## config.mk

```make
export PLATFORM = sky130hd
export DESIGN_NAME = regfile_write_controller
export DESIGN_NICKNAME = d
export VERILOG_FILES = /design/src/rtl/regfile_write_controller_pkg.sv /design/src/rtl/regfile_write_controller_wb_fifo.sv /design/src/rtl/regfile_write_controller.sv
export SDC_FILE = /design/constraint.sdc
export NUM_CORES = 1
export LEC_CHECK = 0
export ABC_AREA = 1
export CAP_MARGIN = 20
export CORE_MARGIN = 3
export CORE_UTILIZATION = 60
export DETAILED_ROUTE_END_ITERATION = 6
export GPL_TIMING_DRIVEN = 0
export PLACE_DENSITY = 0.95
export SLEW_MARGIN = 20
export SYNTH_ARGS = -nofsm -noshare
export SYNTH_HDL_FRONTEND = slang
export SYNTH_SLANG_ARGS = --single-unit
```

## constraint.sdc

```tcl
create_clock -name clk -period 5.85 [get_ports clk]
set_clock_uncertainty 0.1 [all_clocks]
set_input_delay 0.585 -clock clk [delete_from_list [all_inputs] [get_ports clk]]
set_output_delay 0.585 -clock clk [all_outputs]
set_load 0.005 [all_outputs]
```

## src/rtl/regfile_write_controller_pkg.sv

```systemverilog
// Shared encodings for the register-file write side: write codes and the R0 index.
package regfile_write_controller_pkg;
  localparam int DATA_W_DEF = 16;
  localparam int ADDR_W_DEF = 4;
  localparam int DEPTH_DEF  = 4;

  // registerWrite encodings; 2'b11 is never driven
  typedef enum logic [1:0] {
    WR_NONE  = 2'b00,
    WR_LOCAL = 2'b01,
    WR_R0    = 2'b10
  } wr_code_e;

  localparam logic [3:0] REG_R0 = 4'h0;
endpackage

```

## src/rtl/regfile_write_controller_wb_fifo.sv

```systemverilog
// ALU result FIFO of {dest,data}. Entries are exposed oldest-first with valid bits
// so the top can search them for forwarding and R0 ordering.
module wb_fifo #(
  parameter int DEPTH  = 4,
  parameter int DATA_W = 16,
  parameter int ADDR_W = 4
) (
  input  logic                          clk,
  input  logic                          reset_n,
  input  logic                          push,
  input  logic [ADDR_W-1:0]             push_dest,
  input  logic [DATA_W-1:0]             push_data,
  input  logic                          pop,
  output logic                          full,
  output logic                          empty,
  output logic [DEPTH-1:0]              ent_vld,
  output logic [DEPTH-1:0][ADDR_W-1:0]  ent_dest,
  output logic [DEPTH-1:0][DATA_W-1:0]  ent_data
);
  localparam int AW = $clog2(DEPTH);

  logic [AW:0]                   wr_ptr, rd_ptr, count;
  logic [DEPTH-1:0][ADDR_W-1:0]  mem_dest;
  logic [DEPTH-1:0][DATA_W-1:0]  mem_data;

  // extra wrap bit distinguishes full from empty when the index bits match
  assign empty = (wr_ptr == rd_ptr);
  assign full  = (wr_ptr[AW] != rd_ptr[AW]) && (wr_ptr[AW-1:0] == rd_ptr[AW-1:0]);
  assign count = wr_ptr - rd_ptr;

  // age-ordered view: entry 0 is the head
  for (genvar i = 0; i < DEPTH; i++) begin : g_ent
    logic [AW-1:0] idx;
    assign idx         = rd_ptr[AW-1:0] + AW'(i);
    assign ent_dest[i] = mem_dest[idx];
    assign ent_data[i] = mem_data[idx];
    assign ent_vld[i]  = (count > (AW+1)'(i));
  end

  // pointer and storage update; index bits wrap naturally at DEPTH-1 -> 0
  always_ff @(posedge clk or negedge reset_n) begin
    if (!reset_n) begin
      wr_ptr   <= '0;
      rd_ptr   <= '0;
      mem_dest <= '0;
      mem_data <= '0;
    end else begin
      if (push && !full) begin
        mem_dest[wr_ptr[AW-1:0]] <= push_dest;
        mem_data[wr_ptr[AW-1:0]] <= push_data;
        wr_ptr <= wr_ptr + 1'b1;
      end
      if (pop && !empty) rd_ptr <= rd_ptr + 1'b1;
    end
  end
endmodule

```

## src/rtl/regfile_write_controller.sv

```systemverilog
// Register-file write initiator: buffers ALU and mult/div results, issues one write
// per cycle, and forwards pending (uncommitted) values to decode.
module regfile_write_controller
  import regfile_write_controller_pkg::*;
#(
  parameter int DATA_W = DATA_W_DEF,
  parameter int ADDR_W = ADDR_W_DEF,
  parameter int DEPTH  = DEPTH_DEF
) (
  input  logic              clk,
  input  logic              reset_n,
  input  logic              alu_valid,
  input  logic [ADDR_W-1:0] alu_dest,
  input  logic [DATA_W-1:0] alu_data,
  output logic              alu_ready,
  input  logic              md_valid,
  input  logic [DATA_W-1:0] md_data,
  output logic              md_ready,
  output logic [1:0]        registerWrite,
  output logic [ADDR_W-1:0] regWriteLocal,
  output logic [DATA_W-1:0] dataWrite,
  output logic [DATA_W-1:0] r0Write,
  input  logic [ADDR_W-1:0] fwd_reg,
  output logic              fwd_hit,
  output logic [DATA_W-1:0] fwd_data,
  output logic              idle
);
  localparam logic [ADDR_W-1:0] R0 = ADDR_W'(REG_R0);

  logic                         fifo_full, fifo_empty, fifo_push, fifo_pop;
  logic [DEPTH-1:0]             ent_vld;
  logic [DEPTH-1:0][ADDR_W-1:0] ent_dest;
  logic [DEPTH-1:0][DATA_W-1:0] ent_data;
  logic                         r0_held, pri_r0, md_push;
  logic [DATA_W-1:0]            r0_data;
  logic                         fifo_has_r0, out_has_r0, contested, issue_r0, issue_fifo;

  wb_fifo #(.DEPTH(DEPTH), .DATA_W(DATA_W), .ADDR_W(ADDR_W)) u_fifo (
    .clk       (clk),
    .reset_n   (reset_n),
    .push      (fifo_push),
    .push_dest (alu_dest),
    .push_data (alu_data),
    .pop       (fifo_pop),
    .full      (fifo_full),
    .empty     (fifo_empty),
    .ent_vld   (ent_vld),
    .ent_dest  (ent_dest),
    .ent_data  (ent_data)
  );

  // any queued ALU write to R0 blocks a new md result, keeping R0 writes in order
  always_comb begin
    fifo_has_r0 = 1'b0;
    for (int i = 0; i < DEPTH; i++)
      if (ent_vld[i] && ent_dest[i] == R0) fifo_has_r0 = 1'b1;
  end

  assign out_has_r0 = (registerWrite == WR_LOCAL) && (regWriteLocal == R0);
  assign alu_ready  = !fifo_full && !(alu_dest == R0 && r0_held);
  assign md_ready   = !r0_held && !fifo_has_r0 && !out_has_r0;
  assign fifo_push  = alu_valid && alu_ready;
  assign md_push    = md_valid && md_ready;

  // pri_r0 set: R0 holding wins a contested cycle; cleared after every R0 issue
  assign contested  = r0_held && !fifo_empty;
  assign issue_r0   = r0_held && (fifo_empty || pri_r0);
  assign issue_fifo = !fifo_empty && !issue_r0;
  assign fifo_pop   = issue_fifo;

  assign idle = fifo_empty && !r0_held && (registerWrite == WR_NONE);

  // output stage, R0 holding register and arbitration priority
  always_ff @(posedge clk or negedge reset_n) begin
    if (!reset_n) begin
      registerWrite <= WR_NONE;
      regWriteLocal <= '0;
      dataWrite     <= '0;
      r0Write       <= '0;
      r0_held       <= 1'b0;
      r0_data       <= '0;
      pri_r0        <= 1'b1;
    end else begin
      if (issue_r0) begin
        registerWrite <= WR_R0;
        r0Write       <= r0_data;
      end else if (issue_fifo) begin
        registerWrite <= WR_LOCAL;
        regWriteLocal <= ent_dest[0];
        dataWrite     <= ent_data[0];
      end else begin
        registerWrite <= WR_NONE;
      end
      if (issue_r0)       pri_r0 <= 1'b0;
      else if (contested) pri_r0 <= 1'b1;
      if (md_push) begin
        r0_held <= 1'b1;
        r0_data <= md_data;
      end else if (issue_r0) begin
        r0_held <= 1'b0;
      end
    end
  end

  // forwarding: scan oldest to newest (output stage, FIFO, R0 holding), last match wins
  always_comb begin
    fwd_hit  = 1'b0;
    fwd_data = '0;
    if (registerWrite == WR_LOCAL && regWriteLocal == fwd_reg) begin
      fwd_hit  = 1'b1;
      fwd_data = dataWrite;
    end
    if (registerWrite == WR_R0 && fwd_reg == R0) begin
      fwd_hit  = 1'b1;
      fwd_data = r0Write;
    end
    for (int i = 0; i < DEPTH; i++) begin
      if (ent_vld[i] && ent_dest[i] == fwd_reg) begin
        fwd_hit  = 1'b1;
        fwd_data = ent_data[i];
      end
    end
    if (r0_held && fwd_reg == R0) begin
      fwd_hit  = 1'b1;
      fwd_data = r0_data;
    end
  end
endmodule

```

* After elaboration in Yosys (flattened, before gate mapping)
Index checks and enable logic that the tools add are counted.
Widths: inputs -> output; s select.
** Storage, ports and cells
- Register bits :: 142
- Bits of input ports :: 44
- Output and inout port bits :: 58
- Word-level logic and storage cells :: 136
** Cells by class
- Add/sub/neg operators :: 6
- Magnitude comparators :: 10
- Eq/ne operators :: 10
- Mux-type cells :: 46
- Bitwise logic cells :: 1
- Reduce and logical (&&, ||, !) cells :: 46
** Operators with widths (number)
- $mux 16 :: 12
- $bmux 16 s2 :: 4
- $bwmux 64 :: 1
- $bmux 4 s2 :: 4
- $demux 16 s2 :: 1
- $logic_not 4->1 :: 7
- $logic_and 1x1->1 :: 27
- $eq 4x4->1 :: 5
- $mux 4 :: 5
- $bwmux 16 :: 1
- $mux 1 :: 16
- $lt 2x3->1 const B :: 5
- $demux 4 s2 :: 1
- $logic_not 1->1 :: 7
- $add 3x1->3 const B :: 2
- $gt 3x1->1 const B :: 2
- $gt 3x2->1 const B :: 2
- $add 2x2->2 const B :: 2
- $reduce_bool 2->1 :: 2
- $eq 3x3->1 :: 1
- $sub 3x3->3 :: 1
- $add 2x1->2 const B :: 1
- $eq 2x1->1 const B :: 1
- $eq 2x2->1 :: 1
- 8 further kinds :: 8

* Logic depth before layout (Yosys ltp)
- Depth after elaboration :: 13
- Mapped depth :: 19
- Gate-level depth less buffers :: 16

* Hierarchy
A second synthesis with hierarchy kept.
** Second synthesis, totals
- Cells, all modules :: 1435
- Area total of the unflattened synthesis :: 9494.1 um2
** Modules (own cells, without submodules)
- wb_fifo :: instances 1, cells an instance 815, area an instance 5507.8 um2, seq. area each 2152.1 um2
- regfile_write_controller :: instances 1, cells an instance 620, area an instance 3986.3 um2, seq. area each 1402.6 um2

* Least setup slack after synthesis
Ideal clock, no wire load.
- Path kind :: flip-flop to output port
- Start point :: register u_fifo.rd_ptr[1]
- End point :: output fwd_data[6]
- Arrival :: 2.742 ns
- Data required time :: 5.165 ns
- Slack :: 2.423 ns
- Cell stages (with the launch flop) :: 19
- Path buffers :: 4
- Cells stage by stage :: dfrtp_1 -> inv_2 -> buf_2 -> clkbuf_1 -> buf_1 -> fa_1 -> nor2_1 -> nand3_1 -> nand3_1 -> nor2_4 -> nand2_2 -> buf_6 -> nand2_1 -> nand3_1 -> nand2_1 -> nand2_1 -> nand2_1 -> nand2_1 -> nand2_1
** On the way
- Word-level cells in the longest chain between the ends :: 9
- Elaborated cells between the ends (all ways) :: 37
- Those cells by class :: add/sub (4); order compare (4); eq/ne (4); mux (21); reduce/logical (4)
** Ends and longest elaborated chain
- start: declaration :: RTL line regfile_write_controller_wb_fifo.sv:22 : logic [AW:0] wr_ptr, rd_ptr, count;
- start signal: assignment :: RTL line regfile_write_controller_wb_fifo.sv:53 : if (pop && !empty) rd_ptr <= rd_ptr + 1'b1;
- $add 2x1->2 or $bmux 4 s2 (tied branches) :: RTL line regfile_write_controller_wb_fifo.sv:34, regfile_write_controller_wb_fifo.sv:35
- $bmux 4 s2 or $mux 4 (tied branches) :: RTL line regfile_write_controller_wb_fifo.sv:35 : assign ent_dest[i] = mem_dest[idx];
- $mux 4 (implied by the code) or $eq 4x4->1 (tied branches) :: RTL line regfile_write_controller_wb_fifo.sv:35, regfile_write_controller.sv:118
- $eq 4x4->1 or $logic_and 1x1->1 (tied branches) :: RTL line regfile_write_controller.sv:118 : if (ent_vld[i] && ent_dest[i] == fwd_reg) begin
- $logic_and 1x1->1 or $mux 16 (tied branches) :: RTL line regfile_write_controller.sv:118
- $mux 16 (2 in a row) :: RTL line regfile_write_controller.sv:118
- $mux 16 (*) :: RTL line regfile_write_controller.sv:118
- $mux 16 (*) :: RTL line regfile_write_controller.sv:123 : if (r0_held && fwd_reg == R0) begin
- end: declaration :: RTL line regfile_write_controller.sv:25 : output logic [DATA_W-1:0] fwd_data,
Mark *: on every way between the ends. The rest lies on a longest branch, timed or not. The select of a mux whose other input is x is not followed.

* Worst setup path in the final report
Same ends and word-level chain as after synthesis.

==> metrics.md <==
| Metric | Value |
|---|---|
| Quantity of I/O buffers inserted on ports | 100 |
| Unrepaired setup endpoints after global routing | false |
| Number of nets with antenna violations after routing | 0 |
| Placeable core region | 14,600 sq um |
| Overflow after GRT | 0 |
| Class of the tightest hold or removal check | reg2reg |
| Cell with the biggest individual delay on the critical path | buf_1 |
| Total area of multi-input combinational cells | approximately 4600 sq um |
| Number of antenna violations at the first check in global routing | 0 |
| Setup CP Type | reg2out |
| Setup-violating endpoint count in the final report | 0 |
| Count of boundary I/O pins | 102 |
| Combined flip-flop and latch cell area | ~3600 sq um |
| Warning count from the yosys run | 0 |
| Number of DRC violations after detailed-routing iteration 0 | around 1,300 |
| Number of storage elements in the synthesis netlist | 142 |
| Routed wire length | 27,300 um |
| Longest individual stage delay on the worst path | 0.52 ns |
| Fin crit period | approximately 5.1 ns |
| Peak supply drop | 0.337 mV |
| Cell accounting for the most synthesized area | dfrtp_1 |
| Clk pin slew, worst setup/hold paths | approximately 0.060 ns |
| Area growth syn-to-layout | 20.3% |
| P_leak | approximately 5.5 nW |
| DR pass1 iterations | 6 |
| Final hold vios | 0 |
| Peak fanout along the critical path | 11 |
| Data required time of the critical path | 5.16 ns |
| Clk Tree Root Cell | clkbuf_16 |
| Post-Syn Area | between 8000 and 9000 sq um |
| Final number of max-transition violations | 0 |
| Number of fill cells | 1,066 |
| Detail-routed net length per standard cell | 16.3 um |
| Tcrit/Tclk final | 86.3% |
| Number of flops mapped to enable cells by yosys | 0 |
| Clock tree buffer depth | 2 |
| Critical path, cell by cell | inv_2 -> buf_2 -> clkbuf_1 -> buf_1 -> fa_1 -> nand3_1 -> nand3_1 -> nand3_1 -> nor2_4 -> nand2_2 -> buf_6 -> nand2_1 -> nand3_1 -> nand2_1 -> nand2_1 -> nand2_1 -> nand2_1 -> nand2_1 -> clkdlybuf4s50_1 |
| Die area | 16,500 sq um |
| Peak Freq | 198 MHz |
| Die X-Extent | 128 um |
| Total clock sinks | 142 |
| Power density normalized to cell area | 715 nW/um^2 |
| Maximum Capacitance Violations | 0 |
| Starting density of the core | between 60% and 70% |
| Wire length of the first global-routing pass | 43,600 um |
| Fin area | 10,800 sq um |
| Buffer count from post-CTS setup fixing | 0 |
| Maximum number of pins on one net before global-route repair | 97 |
| Overall Global Routing Usage | 33.2% |
| Synth async-reset ratio | between 90% and 100% |
| Area of placed instances | 10,200 sq um |
| Critical path's top delay family | buffers and inverters |
| Count of unresolved DRC violations after routing | 0 |
| CTS tree | yes |
| Post-detailed-route via-to-cell ratio | between 5 and 6 |
| Standard-cell rows | 44 |
| Synthesized area divided by synthesized cell count | 6.61 sq um |
| Number of standard cells after synthesis | 1,358 |
| Share of layout cells above drive strength 1 | 5.70% |
| CP most frequent cell | nand2_1 |
| Number of buffer and inverter instances along the worst setup path | 6 |
| Worst Path Arrival | about 4.4 ns |
| Critical path startpoint category | flip-flop |
| Synth top area cells | dfrtp_1 (39%), nand2_1 (24%), o21ai_0 (12%) |
| Setup crit end kind | output port |
| Final Wtd Congestion | 1.01 |
| Sequential cell area fraction in the yosys report | 39.6% |
| Synthesized net count | about 1,400 |
| Vias post-DR | around 9,600 |
| Leading post-synthesis cells by instance count | nand2_1 (584), o21ai_0 (216), dfrtp_1 (141) |
| Overall die height | 128 um |
| Status | finished, final reports clean |
| Pwr Total | ~7.7 mW |
| Most used standard cell by instance count after synthesis | nand2_1 |
| Headroom to the max-slew limit | 59.7% |
| Top-area cell type share of the netlist area | between 30% and 40% |
| Transition time of the tightest slew-check pin | between 0.6 and 0.7 ns |
| NumNets Final | between 1,500 and 2,000 |
| Clk Latency, worst-skew pair | 0.43 ns |
| Final antenna diode count | 0 |
| Commonest register cell after synthesis | dfrtp_1 |
| Synth unique cells | 38 |
| H-tree depth reported by CTS | 4 |
| Detailed placement HPWL | between 20,000 and 25,000 um |
| Number of global-route vias before repair | between 8,000 and 9,000 |
| Num CTS Buffers | 17 |
[worst paths after layout]
| path | to | startpoint | depth (start not counted) | slack (ns) |
|---|---|---|---|---|
| max | fwd_data[6] | u_fifo.rd_ptr[1] | 19 | 0.80 |
| min | u_fifo.mem_data[39] | u_fifo.mem_data[39] | 2 | 0.39 |
| max reg2reg | dataWrite[14] | u_fifo.rd_ptr[1] | 12 | 1.96 |
| min reg2reg | u_fifo.mem_data[39] | u_fifo.mem_data[39] | 2 | 0.39 |
| max in group asynchronous | u_fifo.wr_ptr[1] | reset_n | 3 | 4.31 |
| min in group asynchronous | r0_data[10] | reset_n | 2 | 0.55 |
[report_power, final]
part           total, mW  switching, mW  internal [mW]
logic               4.82           3.06           1.76
clock network       1.02          0.427          0.593
registers           1.88          0.417           1.47
total               7.72           3.90           3.82
[flip-flops by register name, indices dropped and copies added, names as in the netlist, 3 cells and up]
register         flops
dataWrite           16
r0_data             16
u_fifo.rd_ptr        3
u_fifo.mem_data     64
r0Write             16
u_fifo.mem_dest     16
u_fifo.wr_ptr        3
regWriteLocal        4
[cell usage in the layout (no fill, tap or decap), types with 7 or more instances in the layout]
master and n:
dfrtp_1 141, o211ai_1 14, buf_2 17, nand2_1 584, clkbuf_16 17, clkdlybuf4s50_1 99
ha_1 7, xor2_1 8, buf_6 7, nor2_1 10, clkbuf_1 42, nand3_1 130
o21ai_0 216, inv_1 120
[metrics by stage]
stage	worst slack [ns]	cells	TNS, ns	utilization, %	hold slack, ns
after global routing	0.487	1674	0	74.0	0.403
after detailed placement	1.31	1643	0	70.2	0.374
after floorplan	2.42	1358	0	-	0.189
after global placement	-1.29	1642	-179.44	70.0	0.367
final	0.800	1674	0	74.0	0.389
after CTS	0.821	1674	0	74.0	0.386
[routing by layer]
layer | vias to the layer above | wire [um] | share of wire [%] | global-route usage [%]
met2 | 551 | 12700 | 46 | 52.7
met1 | 4375 | 11700 | 43 | 46.8
met4 | 0 | 540 | 2.0 | 10.3
met3 | 62 | 2410 | 8.8 | 6.04
met5 | - | 0 | 0 | 0
li1 | 4578 | - | - | -
[worst reg2reg max path, delay by kind of cell, from the launching register on]
family,cells,cell delay (ns)
simple gates,3,0.65
buf+inv,6,1.99
fa+ha+maj,1,0.28
compound gates,2,0.37
flops,1,0.41
[cell type report]
class / count / area share [%]
plain buffers: 75 / 3.43
clock buffers: 18 / 4.07
clock inverters: 12 / 1.04
inverters: 128 / 4.47
multi-input cells: 1013 / 42.3
flip-flops and latches: 142 / 32.9
well taps: 184 / 2.13
repair buffers: 102 / 9.66
[kinds of logic (layout without fill, tap and decap cells)]
group | count (synthesis) | after routing | synth area share, %
AND/OR/NAND/NOR | 751 | 751 | 34.6
AO/OA/AOI/OAI | 245 | 245 | 14.2
buffers and inverters | 203 | 335 | 9.51
flip-flops | 142 | 142 | 39.6
adder cells (fa/ha/maj) | 8 | 8 | 1.20
XOR/XNOR | 8 | 8 | 0.781
multiplexers | 1 | 1 | 0.112
[timing repair]
item	in CTS	in global routing
resized for setup	0	0
hold buffers	1	0
hold endpoints to repair	45	0
Note: power is estimated with default switching activity, not from simulation.
